[src/rtl/seq_multiplier.sv]
// Iterative shift-add unsigned multiplier: one partial-product add per cycle,
// full 2*WIDTH-bit product presented on registered, held outputs.
module seq_multiplier #(
  parameter int WIDTH = 32
) (
  input  logic             i_clk,
  input  logic             i_rst,
  input  logic             i_start,
  input  logic [WIDTH-1:0] i_a,
  input  logic [WIDTH-1:0] i_b,
  output logic             o_busy,
  output logic             o_done,
  output logic [WIDTH-1:0] o_lo,
  output logic [WIDTH-1:0] o_hi
);

  localparam int CW = $clog2(WIDTH) + 1;

  typedef enum logic [1:0] {
    ST_IDLE = 2'd0,
    ST_RUN  = 2'd1,
    ST_DONE = 2'd2
  } state_t;

  state_t               state_r, state_s;
  logic [2*WIDTH-1:0]   mcand_r, mcand_s;
  logic [WIDTH-1:0]     mplier_r, mplier_s;
  logic [2*WIDTH-1:0]   acc_r, acc_s;
  logic [CW-1:0]        cnt_r, cnt_s;
  logic [2*WIDTH-1:0]   prod_s;
  logic [2*WIDTH-1:0]   acc_sum_s;

  // Next-state and datapath update for the shift-add iteration.
  always_comb begin
    state_s   = state_r;
    mcand_s   = mcand_r;
    mplier_s  = mplier_r;
    acc_s     = acc_r;
    cnt_s     = cnt_r;
    prod_s    = {o_hi, o_lo};
    acc_sum_s = acc_r + (mplier_r[0] ? mcand_r : {(2*WIDTH){1'b0}});
    case (state_r)
      ST_IDLE, ST_DONE: begin
        if (i_start) begin
          mcand_s  = {{WIDTH{1'b0}}, i_a};
          mplier_s = i_b;
          acc_s    = {(2*WIDTH){1'b0}};
          cnt_s    = {CW{1'b0}};
          state_s  = ST_RUN;
        end else begin
          state_s  = ST_IDLE;
        end
      end
      ST_RUN: begin
        acc_s    = acc_sum_s;
        mcand_s  = mcand_r << 1;
        mplier_s = mplier_r >> 1;
        cnt_s    = cnt_r + {{(CW-1){1'b0}}, 1'b1};
        // Last iteration: publish the sum including this cycle's add.
        if (cnt_r == CW'(WIDTH - 1)) begin
          prod_s  = acc_sum_s;
          state_s = ST_DONE;
        end else begin
          state_s = ST_RUN;
        end
      end
      default: begin
        state_s = ST_IDLE;
      end
    endcase
  end

  // State, datapath and output registers; busy/done are registered decodes of the next state.
  always_ff @(posedge i_clk or posedge i_rst) begin
    if (i_rst) begin
      state_r  <= ST_IDLE;
      mcand_r  <= {(2*WIDTH){1'b0}};
      mplier_r <= {WIDTH{1'b0}};
      acc_r    <= {(2*WIDTH){1'b0}};
      cnt_r    <= {CW{1'b0}};
      o_busy   <= 1'b0;
      o_done   <= 1'b0;
      o_lo     <= {WIDTH{1'b0}};
      o_hi     <= {WIDTH{1'b0}};
    end else begin
      state_r  <= state_s;
      mcand_r  <= mcand_s;
      mplier_r <= mplier_s;
      acc_r    <= acc_s;
      cnt_r    <= cnt_s;
      o_busy   <= (state_s == ST_RUN);
      o_done   <= (state_s == ST_DONE);
      o_lo     <= prod_s[WIDTH-1:0];
      o_hi     <= prod_s[2*WIDTH-1:WIDTH];
    end
  end

endmodule
[config.mk]
export PLATFORM = sky130hd
export DESIGN_NAME = seq_multiplier
export DESIGN_NICKNAME = d
export VERILOG_FILES = /design/src/rtl/seq_multiplier.sv
export SDC_FILE = /design/constraint.sdc
export NUM_CORES = 1
export LEC_CHECK = 0
export ABC_AREA = 0
export CAP_MARGIN = 15
export CORE_ASPECT_RATIO = 1.1
export CORE_MARGIN = 5
export CORE_UTILIZATION = 58
export DETAILED_ROUTE_END_ITERATION = 6
export PLACE_DENSITY = 0.79
export RECOVER_POWER = 100
export SLEW_MARGIN = 20
export SYNTH_ARGS = -nofsm -noshare
export SYNTH_HDL_FRONTEND = slang
export SYNTH_SLANG_ARGS = --single-unit
[constraint.sdc]
create_clock -name i_clk -period 9.8 [get_ports i_clk]
set_clock_uncertainty 0.2 [all_clocks]
set_input_delay 2.45 -clock i_clk [delete_from_list [all_inputs] [get_ports i_clk]]
set_output_delay 2.45 -clock i_clk [all_outputs]
set_load 0.01 [all_outputs]
== After elaboration in Yosys (flattened, before gate mapping) ==
Index checks and enable logic that the tools add are counted.

* $add $sub $neg: 2
* Eq/ne operators: 6
* Muxes and demuxes: 12
* Reduce and logical (&&, ||, !) cells: 5

{| class="wikitable"
|+ Operators by type and width
! kind !! number
|-
| one-hot mux 64 bit (2 select lines) || 2
|-
| 2-to-1 mux 64 bit || 3
|-
| adder 64 bit || 1
|-
| one-hot mux 32 bit (2 select lines) || 1
|-
| 2-to-1 mux 32 bit || 1
|-
| one-hot mux 6 bit (2 select lines) || 1
|-
| adder 6 x 1 -> 6 bit, second input constant || 1
|-
| == test 6 x 5 -> 1 bit, second input constant || 1
|-
| 2-to-1 mux 6 bit || 1
|-
| == test 2 x 1 -> 1 bit, second input constant || 2
|-
| == test 2 bit, second input constant || 2
|-
| one-hot mux 2 bit (2 select lines) || 1
|-
| AND reduction 2 bit || 2
|-
| zero test 2 bit || 1
|-
| 2-to-1 mux 2 bit || 1
|-
| != test 2 bit, second input constant || 1
|-
| nonzero test 2 bit || 1
|-
| OR reduction 2 bit || 1
|-
| 2-to-1 mux 1 bit || 1
|}

* Flip-flop bits (word level): 234
* Input bits: 67
* Output and inout port bits: 66
* Logic and storage cells: 34

== Longest topological paths before layout ==
* Word-level depth: 4
* Depth in mapped cells: 16
* Mapped depth without buffers: 14

== Worst setup path before layout ==
Ideal clock, no wire load.

* Kind: input to register
* Start: input port i_start
* End: register mcand_r[35]
* Setup time: 0.066 ns
* Arrival time: 3.617 ns
* Required time: 9.534 ns
* Setup slack: 5.917 ns
* Stages: 5
* Buffers on the path: 2
* Cells stage by stage: nor2b_1 -> nor2_1 -> clkbuf_1 -> clkbuf_1 -> a22o_1

* Cells in the longest elaborated chain, start to end: 2

{| class="wikitable"
|+ RTL lines
! what !! RTL line !! text
|-
| from (decl) || 8 || <nowiki>input logic i_start,</nowiki>
|-
| != test 2 bit (no line) || - ||
|-
| AND reduction 2 bit (no line) || - ||
|-
| to (signal assigned) || 77 || <nowiki>mcand_r <= {(2*WIDTH){1'b0}};</nowiki>
|-
| to (signal assigned) || 87 || <nowiki>mcand_r <= mcand_s;</nowiki>
|-
| to (decl) || 26 || <nowiki>logic [2*WIDTH-1:0] mcand_r, mcand_s;</nowiki>
|}

No other way between the ends.
A chain may end at the register's enable or synchronous reset.

==> results.txt <==
Of the total power, registers draw 32.5%. The first global-routing pass estimated 51,900 µm of wire. Across the whole layout, storage elements account for 5860 µm². The number of cells on the worst reg-to-reg path came out at 13. The slew at the pin with the worst max-slew slack is 4370 ps.

The number of pins with negative max-slew slack in the final report is 329. The met1 wire length is 13,300 µm. Routability-driven placement finished with a final weighted congestion of 0.954. The filler cell count is 1,760. Wires add up to 30,600 µm. Compared with the post-synthesis result, the final layout area differs by 15.9%. Cells fill 68.4% of the core in the end. The switching share of total power came out at 41.5%. The number of enable-type register cells in the synthesized netlist came out at 0. The worst hold-check path type is register to register.

The clock network power share is 17.5%. Derived from the worst setup path, the maximum achievable clock frequency is 0.158 GHz. The total of endpoints with negative setup slack in the final report is 0. The time the worst path needs with I/O delays and setup is 6310 ps. OpenSTA, run right after detailed placement, puts the worst setup slack at 4870 ps. Walking the worst path, the cells encountered are dlygate4sd3_1 -> clkinvlp_2 -> buf_4. Routed signal wires occupy layers up through met4.

The fraction of final layout cells with drive strength greater than 1 came out at 8.73%. The number of failing hold endpoints at the final stage was 0. The slowest stage of the critical path is the sky130_fd_sc_hd__clkinvlp_2 cell. After synthesis the cells add up to 13,100 µm². The deepest level of the CTS H-tree is 1. The height of the chip is 167 µm. The maximum number of buffers from clock root to sink is 3. The number of hold buffers added after CTS is 0. The post-synthesis register bit count came out at 234. The met3 layer wire length in the routed design is 1650 µm. The leakage power of the design came out at 7.40 nW. The initial antenna violation count came to 0.

After clock tree synthesis, the repair step resized 0 gates. The placement row count came out at 57. The total die area came out at 25,600 µm². The number of sinks handled by clock tree synthesis came out at 234. STA classifies the critical path startpoint as an input port. The critical-path maximum fanout is 102. The leftover overflow at the end of global routing is 0.

Measured against its own limit, the worst slew margin works out to -193%. The largest single stage delay on the critical path is 2420 ps. In this run the clock root is driven by a sky130_fd_sc_hd__clkbuf_16.

The maximum vdd ir drop is 0.177 mV. The number of iterations in the first detailed-routing pass came out at 7. The flow ran to the end, but the final reports show violations. The depth of the worst hold-timing path is 2. During synthesis, Yosys emitted a total of 0 warnings.

The net count after synthesis came out at 1,436. Once the floorplan was initialized, standard cells occupied 59.0% of the core. The library cell used most frequently in the layout, excluding fill and tap cells, is sky130_fd_sc_hd__dfrtp_1.

The number of standard cells in the final layout excluding fillers came out at 1,704. The cell count after synthesis is 1,304. Entering global routing, the biggest net connects 103 pins.

The post-CTS setup buffer count came out at 0. The aggregate negative setup slack is 0 ps. The clock transition at the register clock pins on the worst setup and hold paths after CTS is 60 ps. The remaining routing DRC violations came out at 0.

The area of the multi-input gates is 6690 µm². The final reports fail on capacitance limit, slew limit. TritonCTS built the clock tree. After detailed routing, the average wire length per cell comes to 17.9 µm. The routed design uses 14,900 µm of met2 wire. The final clock period utilization by the worst path came out at 64.4%. The post-synthesis cell type count came out at 73.

The final antenna-violating net count came out at 0. The number of top-level pins came out at 133. In this run the horizontal extent of the chip is 153 µm. In this run the standard cell core region covers 22,100 µm².

The power per cell area is 338 nW/µm². The synthesized area per cell came out at 10.0 µm². The share of synthesized area occupied by flip-flops and latches came out at 44.9%. The count of buffers inserted at the top-level ports came out at 132. The internal portion of the total power is 2.99 mW. The leading register cell type out of synthesis is sky130_fd_sc_hd__dfrtp_1. The total routing usage reported by global routing is 23.8%. The share of total power in combinational logic came out at 50.0%. The setup slack of the critical path after layout is 3490 ps. Setup repair after global routing left no endpoint under its margin.

The share of synthesized flip-flops with an asynchronous set or reset is 100%. The via density per instance is 6.03. The critical path is of the input port to async pin type. The count of inserted antenna diode cells is 0. The reported net switching power is 2.13 mW. The critical path capture point type is an async pin.

The clock reaches the later pin of the worst-skew pair after 530 ps. The required time at the endpoint of the critical path is 10,120 ps. The HPWL after detailed placement is 21,000 µm. The count of maximum capacitance violations is 4. In this run, CTS created clock tree buffers numbering 25. The iteration-0 DRC count of the detailed router is 623. In the layout the commonest cells are sky130_fd_sc_hd__dfrtp_1, sky130_fd_sc_hd__nand2_1, sky130_fd_sc_hd__a22o_1. Overall power consumption after layout is estimated at 5.12 mW.

After detailed placement, the design holds a cell count of 1,659. The via count of the first global-routing pass is 10,400. Data arrives at the worst endpoint at 6630 ps.

The total vias in the final route is 10,300. The final-stage net count is 1,523.
-- cells by family after synthesis --
family                   synth area share [%]
AO/OA/AOI/OAI                            21.1
AND/OR/NAND/NOR                          14.5
buffers and inverters                    3.67
flip-flops                               44.9
XOR/XNOR                                 4.29
multiplexers                             5.25
adder cells (fa/ha/maj)                  6.29
-- power by group through the flow --
stage	Clock [mW]	Sequential, mW	Combinational, mW
finish	0.894	1.67	2.56
floorplan	0	1.62	1.95
CTS	0.914	1.67	2.60
detailed placement	0	1.67	2.59
global route	0.957	1.72	2.85
global placement	0	1.67	2.51
-- critical path, delay by kind of cell --
family	cells	cell delay, ps
buffers and inverters	3	3970
-- path summary, 6_finish.rpt --
kind                            slack [ps]           end    startpoint
worst max-delay path                  3490   mplier_r[2]         i_rst
worst min-delay path                   280  mplier_r[21]  mplier_r[21]
worst max register to register        3980      o_hi[29]   mplier_r[0]
worst min register to register         280  mplier_r[21]  mplier_r[21]
max in group i_clk                    3600     acc_r[17]       i_start
min in group asynchronous             3490  mplier_r[23]         i_rst
-- per-layer routing --
layer  GRT usage (%)  vias to the layer above
li1                -                     4893
met1            32.3                     5036
met2            40.4                      279
met3            3.54                       60
met4            6.16                        0
met5               0                        -
-- area by class of cell --
| cell class | count | area share [%] |
|---|---|---|
| multi-input combinational | 972 | 44.2 |
| clock buffer | 32 | 4.57 |
| clock inverter | 13 | 0.571 |
| sequential | 234 | 38.7 |
| tap | 295 | 2.44 |
| inverter | 17 | 0.430 |
| timing repair buffer | 141 | 9.08 |
-- registers in the layout, summed over array words and instances, names as in the netlist --
name      flops
o_hi         32
cnt_r         6
acc_r        64
o_lo         32
o_done        1
o_busy        1
mplier_r     32
state_r       2
mcand_r      64
-- per-stage QoR --
step | hold WS [ps] | cell area [µm²]
2_1_floorplan | 243 | 13100
3_3_place_gp | 258 | 14400
3_5_place_dp | 266 | 14400
4_1_cts | 282 | 15200
5_1_grt | 295 | 15100
6_report | 278 | 15100
-- synth_stat cells, drive strengths merged, types with 3 or more instances --
master / number / area [µm²]
nand2b: 8 / 50.1
a31oi: 8 / 65.1
nand3: 15 / 75.1
o21a: 7 / 52.6
ha: 64 / 801
or3: 3 / 18.8
a21boi: 6 / 45.1
xnor2: 34 / 298
nor3: 10 / 55.1
a21oi: 75 / 375
a22o: 95 / 832
nor2b: 7 / 43.8
a21o: 31 / 238
and2: 67 / 419
o21ai: 49 / 245
a221oi: 4 / 47.6
clkbuf: 67 / 317
mux2: 60 / 676
a211o: 3 / 27.5
inv: 17 / 63.8
o41ai: 4 / 61.3
and3: 3 / 18.8
nand4: 26 / 169
buf: 11 / 67.6
a22oi: 63 / 473
dfrtp: 234 / 5860
o31ai: 7 / 52.6
xor2: 30 / 263
o21bai: 7 / 52.6
nor2: 53 / 199
nand2: 197 / 739
o211ai: 8 / 73.8
a211oi: 4 / 35.0
Note: power is estimated with default switching activity, not from simulation.
